<file path="config.mk">
export PLATFORM = sky130hd
export DESIGN_NAME = intensity_sort_ctrl
export DESIGN_NICKNAME = d
export VERILOG_FILES = /design/src/rtl/intensity_sort_pkg.sv /design/src/rtl/dominant_channel_cmp.sv /design/src/rtl/intensity_sort_ctrl.sv
export SDC_FILE = /design/constraint.sdc
export NUM_CORES = 1
export LEC_CHECK = 0
export CAP_MARGIN = 25
export CORE_MARGIN = 2
export CORE_UTILIZATION = 51
export CTS_CLUSTER_SIZE = 12
export DETAILED_ROUTE_END_ITERATION = 8
export PLACE_DENSITY = 0.79
export SLEW_MARGIN = 40
export SYNTH_ARGS = -nofsm -noshare
export SYNTH_HDL_FRONTEND = slang
export SYNTH_SLANG_ARGS = --single-unit
</file>
<file path="constraint.sdc">
create_clock -name clk -period 3 [get_ports clk]
set_clock_uncertainty 0.2 [all_clocks]
set_input_delay 0.3 -clock clk [delete_from_list [all_inputs] [get_ports clk]]
set_output_delay 0.3 -clock clk [all_outputs]
set_load 0.02 [all_outputs]
</file>
<file path="src/rtl/intensity_sort_pkg.sv">
// Shared definitions for the dominant-channel pixel classifier.
//   BIN_*      : bit positions of the one-hot bin select (R, G, B)
//   *_MSB/LSB  : channel field positions inside a 24-bit RGB pixel
//   state_t    : frame sequencer states
package intensity_sort_pkg;

  localparam int unsigned BIN_R = 0;
  localparam int unsigned BIN_G = 1;
  localparam int unsigned BIN_B = 2;

  localparam int unsigned R_MSB = 23;
  localparam int unsigned R_LSB = 16;
  localparam int unsigned G_MSB = 15;
  localparam int unsigned G_LSB = 8;
  localparam int unsigned B_MSB = 7;
  localparam int unsigned B_LSB = 0;

  typedef enum logic [1:0] {
    IDLE,
    RUN,
    DRAIN
  } state_t;

endpackage

</file>
<file path="src/rtl/dominant_channel_cmp.sv">
// Combinational dominant-channel comparator.
// Ports:
//   pixel     : 24-bit RGB pixel, [23:16]=R, [15:8]=G, [7:0]=B
//   sel       : one-hot bin select, bit0=R, bit1=G, bit2=B
//   intensity : value of the dominant channel
// Ties resolve R over G over B, so sel is always exactly one-hot.
module dominant_channel_cmp
  import intensity_sort_pkg::*;
(
  input  logic [23:0] pixel,
  output logic [2:0]  sel,
  output logic [7:0]  intensity
);

  logic [7:0] r;
  logic [7:0] g;
  logic [7:0] b;

  assign r = pixel[R_MSB:R_LSB];
  assign g = pixel[G_MSB:G_LSB];
  assign b = pixel[B_MSB:B_LSB];

  always_comb begin
    sel       = '0;
    intensity = '0;
    if (r >= g && r >= b) begin
      sel[BIN_R] = 1'b1;
      intensity  = r;
    end else if (g >= b) begin
      // R lost, so here g > r is already implied.
      sel[BIN_G] = 1'b1;
      intensity  = g;
    end else begin
      sel[BIN_B] = 1'b1;
      intensity  = b;
    end
  end

endmodule

</file>
<file path="src/rtl/intensity_sort_ctrl.sv">
// Frame-level sequencer for the dominant-channel pixel classifier.
// Accepts RGB pixels over valid/ready, classifies each into an R/G/B bin,
// emits it with a one-hot bin select and its dominant intensity, keeps
// per-bin counts for the frame and pulses done after the last pixel leaves.
// Ports:
//   clk, rst_n            : clock, asynchronous active-low reset
//   start                 : begins a frame (honoured only in IDLE)
//   in_valid/in_ready     : input handshake, in_pixel payload
//   out_valid/out_ready   : output handshake, out_pixel/out_sel/out_intensity
//   cnt_r/cnt_g/cnt_b     : per-bin counts for the current or last frame
//   busy                  : high in RUN and DRAIN
//   done                  : one-cycle pulse when the frame completes
// Optional build macro INTENSITY_THRESH_EN adds thresh (sampled on start)
// and cnt_dark; pixels whose dominant intensity is below thresh are
// emitted with out_sel=0, out_intensity=0 and counted in cnt_dark.
module intensity_sort_ctrl
  import intensity_sort_pkg::*;
#(
  parameter int unsigned FRAME_PIXELS = 64,
  parameter int unsigned CNT_W        = 16
) (
  input  logic             clk,
  input  logic             rst_n,
  input  logic             start,
  input  logic             in_valid,
  output logic             in_ready,
  input  logic [23:0]      in_pixel,
  output logic             out_valid,
  input  logic             out_ready,
  output logic [23:0]      out_pixel,
  output logic [2:0]       out_sel,
  output logic [7:0]       out_intensity,
  output logic [CNT_W-1:0] cnt_r,
  output logic [CNT_W-1:0] cnt_g,
  output logic [CNT_W-1:0] cnt_b,
  output logic             busy,
  output logic             done
`ifdef INTENSITY_THRESH_EN
  ,
  input  logic [7:0]       thresh,
  output logic [CNT_W-1:0] cnt_dark
`endif
);

  localparam logic [CNT_W-1:0] LAST_IDX = CNT_W'(FRAME_PIXELS - 1);

  state_t state;
  state_t state_nxt;

  logic [CNT_W-1:0] acc;
  logic [CNT_W-1:0] emit;

  logic       in_hs;
  logic       out_hs;
  logic       start_ok;
  logic [2:0] cmp_sel;
  logic [7:0] cmp_int;
  logic [2:0] cls_sel;
  logic [7:0] cls_int;

  dominant_channel_cmp u_cmp (
    .pixel     (in_pixel),
    .sel       (cmp_sel),
    .intensity (cmp_int)
  );

  assign in_hs    = in_valid && in_ready;
  assign out_hs   = out_valid && out_ready;
  assign start_ok = (state == IDLE) && start;

`ifdef INTENSITY_THRESH_EN
  logic [7:0] thresh_q;
  logic       dark;

  always_ff @(posedge clk or negedge rst_n) begin
    if (!rst_n) begin
      thresh_q <= '0;
    end else if (start_ok) begin
      thresh_q <= thresh;
    end
  end

  assign dark    = cmp_int < thresh_q;
  assign cls_sel = dark ? '0 : cmp_sel;
  assign cls_int = dark ? '0 : cmp_int;
`else
  assign cls_sel = cmp_sel;
  assign cls_int = cmp_int;
`endif

  // State register
  always_ff @(posedge clk or negedge rst_n) begin
    if (!rst_n) begin
      state <= IDLE;
    end else begin
      state <= state_nxt;
    end
  end

  // Next-state logic
  always_comb begin
    state_nxt = state;
    case (state)
      IDLE:    if (start) state_nxt = RUN;
      RUN:     if (in_hs && acc == LAST_IDX) state_nxt = DRAIN;
      DRAIN:   if (out_hs && emit == LAST_IDX) state_nxt = IDLE;
      default: state_nxt = IDLE;
    endcase
  end

  // State-decoded outputs
  always_comb begin
    in_ready = (state == RUN) && (!out_valid || out_ready);
    busy     = (state != IDLE);
  end

  // Output register, frame counters and per-bin counters
  always_ff @(posedge clk or negedge rst_n) begin
    if (!rst_n) begin
      out_valid     <= 1'b0;
      out_pixel     <= '0;
      out_sel       <= '0;
      out_intensity <= '0;
      acc           <= '0;
      emit          <= '0;
      cnt_r         <= '0;
      cnt_g         <= '0;
      cnt_b         <= '0;
      done          <= 1'b0;
`ifdef INTENSITY_THRESH_EN
      cnt_dark      <= '0;
`endif
    end else begin
      done <= (state == DRAIN) && out_hs && (emit == LAST_IDX);

      if (start_ok) begin
        acc   <= '0;
        emit  <= '0;
        cnt_r <= '0;
        cnt_g <= '0;
        cnt_b <= '0;
`ifdef INTENSITY_THRESH_EN
        cnt_dark <= '0;
`endif
      end

      if (in_hs) begin
        out_valid     <= 1'b1;
        out_pixel     <= in_pixel;
        out_sel       <= cls_sel;
        out_intensity <= cls_int;
        acc           <= acc + CNT_W'(1);
        if (cls_sel[BIN_R]) cnt_r <= cnt_r + CNT_W'(1);
        if (cls_sel[BIN_G]) cnt_g <= cnt_g + CNT_W'(1);
        if (cls_sel[BIN_B]) cnt_b <= cnt_b + CNT_W'(1);
`ifdef INTENSITY_THRESH_EN
        if (cls_sel == 3'b000) cnt_dark <= cnt_dark + CNT_W'(1);
`endif
      end else if (out_ready) begin
        out_valid <= 1'b0;
      end

      if (out_hs) begin
        emit <= emit + CNT_W'(1);
      end
    end
  end

endmodule
</file>
==> impl_results.md, run 1 <==
* Crit path time final at 2.68 ns
* Adder-cell share of the synthesized area at 5.69%
* Async SR Flop Fraction at 100%
* Nets at 877
* Overflow after GRT at 0
* DR pass1 iterations at 5
* Multiplexer area fraction after synthesis at 3.83%
* # H-tree levels at 4
* Routed WL per cell at 16.6 um
* Register area share after synthesis at 46.7%
* Warning count from the yosys run at 0
* Fmax at 0.373 GHz
* Syn nets at 745
* Avg Inst Size Synth at 9.28 um2
* Dpl hpwl at 11600 um
* Max Cap Viol at 0
* Number of synthesized flops with an enable pin at 0
* Die Y at 116 um
* Die area at 0.0134 mm2
* Endpoints failing hold at 0
* CP startpoint kind: input pin
* Initial Utilization at 52.6%
* Clk buf depth at 2
* Iteration-0 DRC Markers at 542
* Slew headroom at 53.8%
* Pin count of the biggest net entering global routing at 97
* Vias in the first global route at 5739
* Worst skew pair latency at 0.41 ns
* Top-level I/O count at 116
* Final Wtd Congestion at 0.912
* CTS root buffer: clkbuf_16
* Total CTS buffers at 17
* Layout cells sized above 1 at 8.31%
* Total power divided by cell area at 610 mW/mm2
* Compound-Gate Fraction of Synth Area at 17.4%
* Total GRT Usage at 26.2%
* Setup TNS at 0 ns
* Via-per-instance ratio at 5.85
* Crit path required time at 3.09 ns
* CTS tree: built
* # setup viols final at 0
* Clock slew at reported path FFs at 0.06 ns
* DRC at 0
* Ant diodes at 0
* IO buf count at 115
* Initial antenna violation count at 0
* First-pass GRT wire length at 27600 um
* Largest stage delay, worst path at 0.50 ns
* Register bit total from synthesis at 119
* Main combinational cell family by area after synthesis: simple AND/OR/NAND/NOR gates
* XOR/XNOR Fraction of Synth Area at 0.137%
* Crit-path cells: clkdlybuf4s50_1 > inv_1 > ha_1 > a21o_1 > a21oi_1 > o21ai_0 > buf_4 > a211oi_4 > nor2_2 > a221o_1
* DR vias at 5842
* Core Footprint at 0.0121 mm2
* Synth Cell Area at 0.00638 mm2
* Status: finished, final reports clean
* CP max stage cell: clkdlybuf4s50_1
* Worst slew pin tran at 0.691 ns
* Area growth from synthesis to layout at 32.4%
* Slew Viols, Final at 0
* Mapped Cells at 687
* Critical path fanouts, max at 13
* Max VDD drop at 0.576 mV
* Remaining antenna violation count at 0
* Dominant synthesized flop cell: dfrtp_1
* Fillers at 919
* Sink Count at 119
* Pleak at 3.88 nW
* FF+latch area at 0.00298 mm2
* HP Class: in -> async
* Post-synthesis simple-gate area fraction at 22.8%
* Area of the multi-input gates at 0.00319 mm2
* RSZ-0062 raised after global routing: no
* Synth cell types at 50
* Crit share post-route at 89.5%
* Chip width at 116 um
* Crit. End Element: flop
* DRT Wirelength at 16500 um
* Core Util, Final at 69.7%
* Crit Path Class: in -> reg
* CP arrival at 2.77 ns
* Row Count at 40
-- worst paths after layout --
kind,start,to,slack [ns],cells after the start
max,in_pixel[14],cnt_b[5],0.32,10
min in group clk,state[1],state[0],0.28,1
min,rst_n,cnt_b[12],0.13,2
max in group asynchronous,rst_n,out_pixel[20],1.64,3
max reg2reg,cnt_r[0],cnt_r[12],0.65,7
min reg2reg,state[1],state[0],0.28,1
-- cells by family (layout without fill, tap and decap cells) --
group,count (synthesis),in the layout
and+or+nand+nor,299,299
AOI/OAI and AO/OA,161,161
DFF,119,119
buffers and inverters,54,197
adders and majority gates,29,29
muxes,24,24
xor gates and xnor gates,1,1
-- worst max-delay path: cells and delay by family --
family          cells  cell delay, ns
buf+inv             3            0.76
fa+ha+maj           1            0.31
compound gates      5            1.23
simple gates        1            0.17
-- per-stage QoR --
step	power, mW	std cells	hold slack (ns)	setup slack (ns)	cell area (um2)
final	5.15	998	0.128	0.316	8440
after detailed placement	3.16	967	0.0252	-0.0790	7850
after global routing	5.39	998	0.155	0.155	8440
after CTS	5.19	998	0.121	0.329	8440
after global placement	3.12	967	0.0205	-0.0185	7850
after floorplan	2.58	687	-0.196	0.471	6380
-- report_power, final --
part | switching [mW] | total (mW) | internal [mW]
sequential | 0.185 | 1.98 | 1.79
combinational | 0.632 | 1.17 | 0.534
clock | 0.714 | 2.01 | 1.29
total | 1.53 | 5.15 | 3.62
-- cell usage in the layout (no fill, tap or decap), types with 7 or more instances in the layout --
master,instances
nor3_1,15
nand3_1,53
o211ai_1,18
nor4_1,8
nor3b_1,8
mux2i_1,21
nand2_1,112
and3_1,27
a21oi_1,19
o31ai_1,8
clkdlybuf4s50_1,114
ha_1,29
inv_1,24
clkbuf_16,17
a21o_1,11
buf_4,25
nand4_1,11
nor2_1,32
a211o_1,12
dfrtp_1,119
and2_1,7
o21ai_0,57
-- Yosys cell counts, types with 2 or more instances --
master,instances,area [um2]
o311ai_0,5,43.8
nand2_1,114,428
nand3_1,53,265
and2_1,7,43.8
or3_1,3,18.8
nand4_1,11,68.8
dfrtp_1,119,2980
inv_1,24,90.1
nor4_1,8,50.1
a221o_1,6,60.1
o21ai_0,57,285
a211oi_1,3,22.5
nor3b_1,8,60.1
buf_1,4,15.0
or4_1,4,30.0
o211ai_1,18,135
nand2b_1,4,25.0
and3_1,27,169
a21oi_1,19,95.1
buf_2,7,35.0
clkbuf_1,17,63.8
nor2_1,32,120
and4_1,5,43.8
o21a_1,5,37.5
nor3_1,16,80.1
o2111ai_1,2,17.5
a22o_1,2,17.5
o31ai_1,8,60.1
mux2i_1,21,210
nand3b_1,3,22.5
a211o_1,12,105
ha_1,29,363
a21o_1,11,82.6
a31oi_1,5,31.3
mux2_2,3,33.8
-- flip-flops by register name (all words and copies together) (netlist names) --
signal,flops
done,1
state,2
out_valid,1
cnt_r,16
out_sel,3
emit,16
cnt_b,16
acc,16
cnt_g,16
out_pixel,24
out_intensity,8
-- layer usage --
metal  GRT usage [%]  wire length, um  vias up
met4            10.6              249        0
met5               0                0        -
met3            5.81              708       21
met2            43.1             8200      155
met1            33.8             7380     2897
li1                -                -     2769
-- repair_timing --
| item | in CTS | in global routing |
|---|---|---|
| hold endpoints to repair | 23 | 0 |
| hold buffers | 1 | 0 |
| gates resized for setup | 0 | 0 |
| setup buffers | 0 | 0 |
| setup endpoints to repair | 0 | 0 |
-- final cells by class --
class,instances,area share [%]
sequential,119,35.3
clock buffer,22,5.73
multi-input combinational,514,37.7
inverter,24,1.07
tap,168,2.49
clock inverter,8,1.16
timing repair buffer,143,16.6
Note: power is estimated with default switching activity, not from simulation.
==> run 2: changes to the inputs <==
Clock period 3 ns to 2.6 ns, I/O delays scaled along.
==> impl_results.md, run 2 (synthesis gave the netlist of run 1 again) <==
* DRT Wirelength at 17800 um
* Die area at 0.0134 mm2
* Commonest non-fill, non-tap cells in the layout: dfrtp_1, clkdlybuf4s50_1, nand2_1, o21ai_0, nand3_1
* Crit share post-route at 101%
* Routed WL per cell at 17.2 um
* Worst r2r src: cnt_r[0]
* Crit Path Class: in -> reg
* Sw Ratio at 30.5%
* Core Footprint at 0.0121 mm2
* DR vias at 6020
* Status: complete, but fails checks
* Setup TNS at -0.110 ns
* HP Class: in -> async
* CP arrival at 2.73 ns
* Fillers at 855
* Die Y at 116 um
* P_sw at 1.87 mW
* Setup WS pre-CTS at -0.607 ns
* Top-level I/O count at 116
* Critical path fanouts, max at 7
* CTS root buffer: clkbuf_16
* Max Cap Viol at 0
* Pin count of the biggest net entering global routing at 65
* Seq pwr share at 37.3%
* Max reg flops at 24
* Clock slew at reported path FFs at 0.05 ns
* First-pass GRT wire length at 28500 um
* Max VDD drop at 0.575 mV
* Slew headroom at 60.4%
* CTS tree: built
* Endpoints failing hold at 0
* Iteration-0 DRC Markers at 583
* Total GRT Usage at 27.2%
* Total CTS buffers at 17
* IO buf count at 115
* Area growth from synthesis to layout at 38.4%
* Overflow after GRT at 0
* Pleak at 4.06 nW
* Nets at 909
* FF-to-FF End: cnt_r[12]
* Slew Viols, Final at 0
* Crit-path cells: clkdlybuf4s50_1 > inv_1 > ha_1 > a211oi_1 > o21a_1 > o21ai_2 > buf_4 > a211oi_4 > buf_6 > nor2_4 > a221o_1
* Core Util, Final at 72.9%
* # setup viols final at 7
* Initial Utilization at 52.6%
* Row Count at 40
* Dpl hpwl at 12100 um
* Combinational share of power at 23.5%
* Crit. End Element: flop
* DRC at 0
* Vias in the first global route at 5732
* # H-tree levels at 4
* Crit path required time at 2.70 ns
* Sink Count at 119
* CP max stage cell: clkdlybuf4s50_1
* Worst skew pair latency at 0.42 ns
* Ant diodes at 0
* Via-per-instance ratio at 5.83
* Remaining antenna violation count at 0
* Worst slew pin tran at 0.590 ns
* Failing checks: setup timing
* P_int at 4.27 mW
* Commonest non-fill, non-tap cell in the layout: dfrtp_1
* Chip width at 116 um
* Initial antenna violation count at 0
* Final Wtd Congestion at 0.888
* Layout cells sized above 1 at 13.7%
* CP startpoint kind: input pin
* Clk buf depth at 2
* Largest stage delay, worst path at 0.46 ns
* Clock Power Share at 39.2%
* RSZ-0062 raised after global routing: yes
* Setup WS post-layout at -0.0315 ns
* Crit path time final at 2.63 ns
* DR pass1 iterations at 6
* Fmax at 0.380 GHz
* Total power divided by cell area at 696 mW/mm2
* Reg2reg path depth at 7
* Largest Register: out_pixel
* R2R Setup Slk at 0.15 ns
## run 2: critical path, delay by kind of cell
family,cells,cell delay [ns]
compound gates,5,1.21
buf+inv,4,0.85
fa+ha+maj,1,0.32
simple gates,1,0.06
## run 2: area by class of cell
type | count | area, um2 | share of cell area (%)
clock inverter | 12 | 153 | 1.73
sequential | 119 | 2980 | 33.7
inverter | 24 | 90.1 | 1.02
tap | 168 | 210 | 2.38
clock buffer | 20 | 447 | 5.06
timing repair buffer | 174 | 1660 | 18.8
multi-input combinational | 515 | 3290 | 37.2
## run 2: repair_timing
action | 4_1_cts | 5_1_grt
hold buffers | 1 | 0
pin swaps | 1 | 9
endpoints found under the setup margin | 12 | 26
cloned | 1 | 1
endpoints found under the hold margin | 89 | 0
setup buffers | 1 | 2
gates resized for setup | 5 | 26
## run 2: through the flow
step	total power [mW]	hold WS (ns)	area (um2)	std cells
final	6.14	0.0928	8830	1032
after global routing	6.40	0.132	8830	1032
after CTS	6.12	0.0905	8690	1029
after detailed placement	3.69	-0.00568	8050	994
after global placement	3.64	-0.00828	8050	994
after floorplan	2.98	-0.236	6380	687
## run 2: how the worst max path moves through the flow
| stage | cells after the start | slack (ns) | end | from |
|---|---|---|---|---|
| CTS | 11 | 0.002 | cnt_b[11] | in_pixel[2] |
| detailed placement | 9 | -0.61 | cnt_g[5] | in_pixel[14] |
| finish | 11 | -0.03 | cnt_b[6] | in_pixel[3] |
| global placement | 9 | -0.50 | cnt_g[5] | in_pixel[11] |
| global route | 11 | -0.12 | cnt_b[2] | in_pixel[3] |
| floorplan | 9 | 0.11 | cnt_b[6] | in_pixel[2] |
## run 2: power groups by stage
stage	Sequential (mW)	Clock, mW	Combinational [mW]
detailed placement	2.31	0	1.38
global route	2.33	2.51	1.56
CTS	2.28	2.43	1.40
floorplan	2.48	0	0.499
global placement	2.29	0	1.34
finish	2.29	2.41	1.44
## run 2: routing by layer
metal	vias to the layer above	wire, um	GRT usage [%]
li1	2845	-	-
met1	2919	7630	36.8
met2	222	8830	43.9
met3	34	999	5.86
met4	0	316	8.89
met5	-	0	0
==> run 3: changes to the inputs <==
Settings changed: CTS_CLUSTER_SIZE 12 to 16.
==> results of run 3 <==
The final DEF is identical to that of run 2; final timing and power are the same.
